**src/rtl/ari_tx_arbiter_if.sv**
```systemverilog
// Channel-side Avalon-ST and ARI-side signals of the TX arbiter.
// slave is the arbiter's view; master is the driving environment.
interface ari_tx_arbiter_if;
    logic [31:0] i_ch0_data;
    logic        i_ch0_valid;
    logic        i_ch0_sop;
    logic        i_ch0_eop;
    logic [1:0]  i_ch0_empty;
    logic        o_ch0_ready;

    logic [31:0] i_ch1_data;
    logic        i_ch1_valid;
    logic        i_ch1_sop;
    logic        i_ch1_eop;
    logic [1:0]  i_ch1_empty;
    logic        o_ch1_ready;

    logic        o_ari_val;
    logic        o_ari_sof;
    logic        o_ari_eof;
    logic [31:0] o_ari_data;
    logic [1:0]  o_ari_be;
    logic        i_ari_ack;
    logic [14:0] o_ari_frame_len;
    logic        o_ari_frame_len_val;

    modport slave (
        input  i_ch0_data, i_ch0_valid, i_ch0_sop, i_ch0_eop, i_ch0_empty,
        output o_ch0_ready,
        input  i_ch1_data, i_ch1_valid, i_ch1_sop, i_ch1_eop, i_ch1_empty,
        output o_ch1_ready,
        output o_ari_val, o_ari_sof, o_ari_eof, o_ari_data, o_ari_be,
        input  i_ari_ack,
        output o_ari_frame_len, o_ari_frame_len_val
    );

    modport master (
        output i_ch0_data, i_ch0_valid, i_ch0_sop, i_ch0_eop, i_ch0_empty,
        input  o_ch0_ready,
        output i_ch1_data, i_ch1_valid, i_ch1_sop, i_ch1_eop, i_ch1_empty,
        input  o_ch1_ready,
        input  o_ari_val, o_ari_sof, o_ari_eof, o_ari_data, o_ari_be,
        output i_ari_ack,
        input  o_ari_frame_len, o_ari_frame_len_val
    );
endinterface

```
**src/rtl/ari_tx_arbiter.sv**
```systemverilog
// Two-channel Avalon-ST to ARI packet arbiter: strips the length word,
// round-robin on simultaneous start, zero-latency payload pass-through.
module ari_tx_arbiter #(
    parameter int CNT_W = 16
) (
    input  logic             i_clk,
    input  logic             i_rst_n,
    ari_tx_arbiter_if.slave  bus,
    output logic [1:0]       o_grant,
    output logic [CNT_W-1:0] o_pkt_cnt0,
    output logic [CNT_W-1:0] o_pkt_cnt1,
    output logic             o_err
);

    typedef enum logic [1:0] {
        IDLE,
        LEN,
        SOF,
        DATA
    } state_t;

    state_t           state_q, state_d;
    logic [1:0]       grant_q, grant_d;
    logic             last_q, last_d;
    logic [14:0]      flen_q, flen_d;
    logic             err_q, err_d;
    logic [CNT_W-1:0] cnt0_q, cnt1_q;
    logic             inc0, inc1;

    logic             g_valid;
    logic             g_eop;
    logic [31:0]      g_data;
    logic [1:0]       g_empty;

    logic             req0, req1;
    logic             flush0, flush1;
    logic [1:0]       rdy;
    logic             val, sof, eof, fval;

    // Granted-channel mux; an all-ones empty makes byte enables zero when idle
    always_comb begin
        g_valid = 1'b0;
        g_eop   = 1'b0;
        g_data  = '0;
        g_empty = 2'b11;
        unique case (1'b1)
            grant_q[0]: begin
                g_valid = bus.i_ch0_valid;
                g_eop   = bus.i_ch0_eop;
                g_data  = bus.i_ch0_data;
                g_empty = bus.i_ch0_empty;
            end
            grant_q[1]: begin
                g_valid = bus.i_ch1_valid;
                g_eop   = bus.i_ch1_eop;
                g_data  = bus.i_ch1_data;
                g_empty = bus.i_ch1_empty;
            end
            default: ;
        endcase
    end

    assign req0   = bus.i_ch0_valid & bus.i_ch0_sop;
    assign req1   = bus.i_ch1_valid & bus.i_ch1_sop;
    assign flush0 = bus.i_ch0_valid & ~bus.i_ch0_sop;
    assign flush1 = bus.i_ch1_valid & ~bus.i_ch1_sop;

    always_comb begin
        state_d = state_q;
        grant_d = grant_q;
        last_d  = last_q;
        flen_d  = flen_q;
        err_d   = 1'b0;
        rdy     = 2'b00;
        val     = 1'b0;
        sof     = 1'b0;
        eof     = 1'b0;
        fval    = 1'b0;
        inc0    = 1'b0;
        inc1    = 1'b0;
        unique case (state_q)
            IDLE: begin
                rdy   = {flush1, flush0};
                err_d = flush0 | flush1;
                if (req0 && req1) begin
                    grant_d = last_q ? 2'b01 : 2'b10;
                end else if (req0) begin
                    grant_d = 2'b01;
                end else if (req1) begin
                    grant_d = 2'b10;
                end
                if (req0 || req1) begin
                    state_d = LEN;
                end
            end
            LEN: begin
                rdy = grant_q;
                if (g_valid) begin
                    flen_d = g_data[14:0];
                    if (g_eop) begin
                        // A packet with no payload is dropped
                        err_d   = 1'b1;
                        last_d  = grant_q[1];
                        grant_d = 2'b00;
                        state_d = IDLE;
                    end else begin
                        state_d = SOF;
                    end
                end
            end
            SOF, DATA: begin
                val  = g_valid;
                sof  = g_valid & (state_q == SOF);
                eof  = g_eop;
                fval = 1'b1;
                rdy  = grant_q & {2{bus.i_ari_ack}};
                if (g_valid && bus.i_ari_ack) begin
                    if (g_eop) begin
                        last_d  = grant_q[1];
                        grant_d = 2'b00;
                        inc0    = grant_q[0];
                        inc1    = grant_q[1];
                        state_d = IDLE;
                    end else begin
                        state_d = DATA;
                    end
                end
            end
            default: state_d = IDLE;
        endcase
    end

    always_ff @(posedge i_clk or negedge i_rst_n) begin
        if (!i_rst_n) begin
            state_q <= IDLE;
            grant_q <= 2'b00;
            last_q  <= 1'b1;
            flen_q  <= '0;
            err_q   <= 1'b0;
            cnt0_q  <= '0;
            cnt1_q  <= '0;
        end else begin
            state_q <= state_d;
            grant_q <= grant_d;
            last_q  <= last_d;
            flen_q  <= flen_d;
            err_q   <= err_d;
            if (inc0) begin
                cnt0_q <= cnt0_q + 1'b1;
            end
            if (inc1) begin
                cnt1_q <= cnt1_q + 1'b1;
            end
        end
    end

    // Flush readies are input-driven, so hold them off during reset
    assign bus.o_ch0_ready         = rdy[0] & i_rst_n;
    assign bus.o_ch1_ready         = rdy[1] & i_rst_n;
    assign bus.o_ari_val           = val;
    assign bus.o_ari_sof           = sof;
    assign bus.o_ari_eof           = eof;
    assign bus.o_ari_data          = g_data;
    assign bus.o_ari_be            = ~g_empty;
    assign bus.o_ari_frame_len     = flen_q;
    assign bus.o_ari_frame_len_val = fval;

    assign o_grant    = grant_q;
    assign o_pkt_cnt0 = cnt0_q;
    assign o_pkt_cnt1 = cnt1_q;
    assign o_err      = err_q;

endmodule

```
**src/flat_wrapper.sv**
```systemverilog
// flat-port wrapper written by rule: the top's interface ports become plain ports
module ari_tx_arbiter_flat 
#(
    parameter int CNT_W = 16
)
  (i_clk, i_rst_n, o_grant, o_pkt_cnt0, o_pkt_cnt1, o_err, bus_i_ch0_data, bus_i_ch0_valid, bus_i_ch0_sop, bus_i_ch0_eop, bus_i_ch0_empty, bus_o_ch0_ready, bus_i_ch1_data, bus_i_ch1_valid, bus_i_ch1_sop, bus_i_ch1_eop, bus_i_ch1_empty, bus_o_ch1_ready, bus_o_ari_val, bus_o_ari_sof, bus_o_ari_eof, bus_o_ari_data, bus_o_ari_be, bus_i_ari_ack, bus_o_ari_frame_len, bus_o_ari_frame_len_val);
  ari_tx_arbiter_if bus_i ();
  input  logic i_clk;
  input  logic i_rst_n;
  output logic [1:0] o_grant;
  output logic [CNT_W-1:0] o_pkt_cnt0;
  output logic [CNT_W-1:0] o_pkt_cnt1;
  output logic o_err;
  input wire logic [$bits(bus_i.i_ch0_data)-1:0] bus_i_ch0_data;
  input wire logic [$bits(bus_i.i_ch0_valid)-1:0] bus_i_ch0_valid;
  input wire logic [$bits(bus_i.i_ch0_sop)-1:0] bus_i_ch0_sop;
  input wire logic [$bits(bus_i.i_ch0_eop)-1:0] bus_i_ch0_eop;
  input wire logic [$bits(bus_i.i_ch0_empty)-1:0] bus_i_ch0_empty;
  output wire logic [$bits(bus_i.o_ch0_ready)-1:0] bus_o_ch0_ready;
  input wire logic [$bits(bus_i.i_ch1_data)-1:0] bus_i_ch1_data;
  input wire logic [$bits(bus_i.i_ch1_valid)-1:0] bus_i_ch1_valid;
  input wire logic [$bits(bus_i.i_ch1_sop)-1:0] bus_i_ch1_sop;
  input wire logic [$bits(bus_i.i_ch1_eop)-1:0] bus_i_ch1_eop;
  input wire logic [$bits(bus_i.i_ch1_empty)-1:0] bus_i_ch1_empty;
  output wire logic [$bits(bus_i.o_ch1_ready)-1:0] bus_o_ch1_ready;
  output wire logic [$bits(bus_i.o_ari_val)-1:0] bus_o_ari_val;
  output wire logic [$bits(bus_i.o_ari_sof)-1:0] bus_o_ari_sof;
  output wire logic [$bits(bus_i.o_ari_eof)-1:0] bus_o_ari_eof;
  output wire logic [$bits(bus_i.o_ari_data)-1:0] bus_o_ari_data;
  output wire logic [$bits(bus_i.o_ari_be)-1:0] bus_o_ari_be;
  input wire logic [$bits(bus_i.i_ari_ack)-1:0] bus_i_ari_ack;
  output wire logic [$bits(bus_i.o_ari_frame_len)-1:0] bus_o_ari_frame_len;
  output wire logic [$bits(bus_i.o_ari_frame_len_val)-1:0] bus_o_ari_frame_len_val;
  assign bus_i.i_ch0_data = bus_i_ch0_data;
  assign bus_i.i_ch0_valid = bus_i_ch0_valid;
  assign bus_i.i_ch0_sop = bus_i_ch0_sop;
  assign bus_i.i_ch0_eop = bus_i_ch0_eop;
  assign bus_i.i_ch0_empty = bus_i_ch0_empty;
  assign bus_o_ch0_ready = bus_i.o_ch0_ready;
  assign bus_i.i_ch1_data = bus_i_ch1_data;
  assign bus_i.i_ch1_valid = bus_i_ch1_valid;
  assign bus_i.i_ch1_sop = bus_i_ch1_sop;
  assign bus_i.i_ch1_eop = bus_i_ch1_eop;
  assign bus_i.i_ch1_empty = bus_i_ch1_empty;
  assign bus_o_ch1_ready = bus_i.o_ch1_ready;
  assign bus_o_ari_val = bus_i.o_ari_val;
  assign bus_o_ari_sof = bus_i.o_ari_sof;
  assign bus_o_ari_eof = bus_i.o_ari_eof;
  assign bus_o_ari_data = bus_i.o_ari_data;
  assign bus_o_ari_be = bus_i.o_ari_be;
  assign bus_i.i_ari_ack = bus_i_ari_ack;
  assign bus_o_ari_frame_len = bus_i.o_ari_frame_len;
  assign bus_o_ari_frame_len_val = bus_i.o_ari_frame_len_val;
  ari_tx_arbiter #(.CNT_W(CNT_W)) u_core (.i_clk(i_clk), .i_rst_n(i_rst_n), .bus(bus_i), .o_grant(o_grant), .o_pkt_cnt0(o_pkt_cnt0), .o_pkt_cnt1(o_pkt_cnt1), .o_err(o_err));
endmodule
```
**config.mk**
```make
export PLATFORM = sky130hd
export DESIGN_NAME = ari_tx_arbiter_flat
export DESIGN_NICKNAME = d
export VERILOG_FILES = /design/src/rtl/ari_tx_arbiter_if.sv /design/src/rtl/ari_tx_arbiter.sv /design/src/flat_wrapper.sv
export SDC_FILE = /design/constraint.sdc
export NUM_CORES = 1
export LEC_CHECK = 0
export CORE_ASPECT_RATIO = 1.75
export CORE_MARGIN = 3
export CORE_UTILIZATION = 41
export DETAILED_ROUTE_END_ITERATION = 7
export PLACE_DENSITY = 0.87
export SLEW_MARGIN = 20
export SYNTH_ARGS = -nofsm -noshare
export SYNTH_HDL_FRONTEND = slang
export SYNTH_SLANG_ARGS = --single-unit
```
**constraint.sdc**
```tcl
create_clock -name i_clk -period 2.7 [get_ports i_clk]
set_clock_uncertainty 0.1 [all_clocks]
set_input_delay 0.27 -clock i_clk [delete_from_list [all_inputs] [get_ports i_clk]]
set_output_delay 0.27 -clock i_clk [all_outputs]
set_load 0.01 [all_outputs]
```
==> summary.md <==
| Metric | Value |
|---|---|
| Status | finished clean |
| CTS Root Cell | clkbuf_16 |
| P per Cell Area | approximately 780 mW/mm2 |
| Fin crit share | 0.885 |
| Hold_buf cts | 0 |
| Final Cell Area | between 0.004 and 0.005 mm2 |
| Ys Warns | 0 |
| Syn-to-layout area delta | 69.0% |
| Initial Util | 0.424 |
| Endpoints failing setup | 0 |
| Post-DP HPWL | 6680 um |
| Grt met1 use | 0.252 |
| Antenna Cells | 0 |
| Total CTS buffers | 5 |
| Tmin final | 2390 ps |
| Worst-Margin Slew | between 600 and 700 ps |
| Prevailing post-synth register cell | dfrtp_1 |
| Clk Latency, worst-skew pair | 290 ps |
| CP Launch Type | flip-flop |
| Max clock buf depth | 2 |
| Initial DRC Count | about 110 |
| Largest net degree at the start of global routing | 54 |
| Max-slew violations | 0 |
| Share of the synthesized area in the top cell type | 0.470 |
| RD Place Congestion | just over 0.8 |
| Max_cap viols | 0 |
| Final Hold Slack | about 96 ps |
| Final Hold Viols | 0 |
| RSZ-0062 raised after global routing | no |
| Global routing's busiest layer | met2 |
| Met3 usage | 0.0430 |
| Max Fclk | between 0.4 and 0.5 GHz |
| # clock sinks | 53 |
| Worst path required time | around 2300 ps |
| Setup tns final | 0 ps |
| Initial antenna violation count | 0 |
| Crit Path Max Fanout | 14 |
| Commonest non-fill, non-tap cells in the layout | clkdlybuf4s50_1, dfrtp_1, a22o_1 |
| Number of distinct library cells after synthesis | 38 |
| Syn Inst Count | ~250 |
| Num ports | around 170 |
| Leakage | 1.93 nW |
| Asr flop ratio synth | 1.00 |
| Crit end category | primary output |
| CP arrival | about 2000 ps |
| # H-tree levels | 2 |
| Seq cells post-synth | between 50 and 60 |
| DRT Pass-1 Iters | 4 |
| Seq/Total Area, Yosys | 0.479 |
| Ranking of synthesized cells by area | dfrtp_1, a22o_1, xnor2_1 |
| EDFF count, synth | 0 |
| DRC viols | 0 |
| Routed vias | 2621 |
| Die width | 68.2 um |
| First-pass GRT wire length | 13100 um |
| Fillers | slightly above 500 |
| Met2 Use GR | 0.385 |
| Critical path class | reg -> out |
| Die Y | between 100 and 150 um |
| Final WL | roughly 8300 um |
| Core box area | approximately 0.0065 mm2 |
| Worst IR Drop VDD | about 0.63 mV |
| Synth Area per Inst | between 10 and 15 um2 |
| Share of cells above drive strength 1 | 0.0935 |
| Syn Std Cell Area | 0.00277 mm2 |
| Row count | 39 |
| Path type of the worst min-delay path | in -> async |
| Total GRT Usage | 0.216 |
| Routed wire per std cell | around 17 um |
| Cell taking the most area after synthesis | dfrtp_1 |
| Global-route congestion overflow total | 0 |
| Vias per inst | 5.25 |
| Worst-path clk slew | roughly 70 ps |
| Area after DPL | ~0.0045 mm2 |
| Die ar. | 0.00782 mm2 |
| # port buffers | 166 |
| Vias in the first global route | 2637 |
| TritonCTS clock tree | built |
| Commonest non-fill, non-tap cell in the layout | clkdlybuf4s50_1 |
| Slew headroom | 0.570 |
| DRT antenna net count | 0 |
| Nets | ~500 |
| Syn_nets | between 300 and 400 |
-- where the power goes --
part / switching, mW / internal (mW)
clock: 0.273 / 0.439
sequential: 0.140 / 0.935
combinational: 0.789 / 1.06
-- cells by family (layout without fill, tap and decap cells) --
logic type               Yosys count  in the layout  synth area share
adder cells (fa/ha/maj)            2              2           0.00903
multiplexers                      17             17            0.0691
AND/OR/NAND/NOR                   76             76             0.150
XOR/XNOR                          30             30            0.0948
AO/OA/AOI/OAI                     56             56             0.166
buffers and inverters             17            183            0.0321
flip-flops                        53             53             0.479
-- stage by stage --
step                      cells  total power, mW  setup slack [ps]   util
final                       499             3.64               310  0.716
after global routing        499             3.85               120  0.716
after CTS                   499             3.67               133  0.716
after detailed placement    491             2.95               323  0.690
after global placement      491             2.90               359  0.690
after floorplan             251             1.96              1090      -
-- critical path: stages (launching register included) --
cell and delay (ps):
dfrtp_2 510, nand2_1 180, o21a_1 200, o32a_1 180, nor2b_1 100, clkdlybuf4s50_1 560
-- what timing repair did --
item | 4_1_cts | 5_1_grt
buffers inserted | 0 | 0
gates resized for setup | 0 | 1
endpoints found under the setup margin | 0 | 1
-- registers in the layout (all words and copies together) (netlist names) --
register / flops
u_core.state_q: 2
u_core.o_err: 1
u_core.last_q: 1
u_core.o_grant: 2
u_core.bus.o_ari_frame_len: 15
u_core.o_pkt_cnt0: 16
u_core.o_pkt_cnt1: 16
-- final timing paths --
path | cells after the start | end | start | slack, ps
min in group i_clk | 1 | u_core.o_pkt_cnt0[15]$_DFFE_PN0P_ | u_core.o_pkt_cnt0[15]$_DFFE_PN0P_ | 380
worst max-delay path | 5 | bus_o_ch1_ready | u_core.state_q[1]$_DFFE_PN0P_ | 310
worst min register to register | 1 | u_core.o_pkt_cnt0[15]$_DFFE_PN0P_ | u_core.o_pkt_cnt0[15]$_DFFE_PN0P_ | 380
worst max register to register | 5 | u_core.o_pkt_cnt0[13]$_DFFE_PN0P_ | u_core.o_grant[0]$_DFFE_PN0P_ | 830
worst min-delay path | 2 | u_core.bus.o_ari_frame_len[6]$_DFFE_PN0P_ | i_rst_n | 100
max in group asynchronous | 2 | u_core.state_q[1]$_DFFE_PN0P_ | i_rst_n | 1950
-- Yosys cell counts, types with 2 or more instances --
master and n:
nand2_1 17, nor2_1 5, o22ai_1 2, and4_1 2, a21oi_1 4, buf_2 2
nor2b_1 3, buf_4 4, a22o_1 33, clkbuf_1 4, inv_1 2, nand3_1 14
buf_1 4, mux2_2 17, dfrtp_1 52, and2_1 3, a22oi_1 2, ha_1 2
o21a_1 3, xnor2_1 30, o21ai_0 4, and3_1 12, nand4_1 14, nor3_1 2
-- layout make-up --
| type | instances | area, um2 | share of cell area |
|---|---|---|---|
| Clock buffer | 5 | 125 | 0.0267 |
| Tap cell | 82 | 103 | 0.0219 |
| Inverter | 2 | 7.51 | 0.00160 |
| Sequential cell | 53 | 1330 | 0.284 |
| Multi-Input combinational cell | 181 | 1360 | 0.289 |
| Clock inverter | 3 | 43.8 | 0.00935 |
| Timing Repair Buffer | 173 | 1720 | 0.368 |
-- layer usage --
metal  vias to the layer above  wire (um)
li1                       1259          -
met1                      1260       3080
met2                        90       4560
met3                        12        541
met4                         0        158
met5                         -          0
Power figures use the tool's default switching activity.
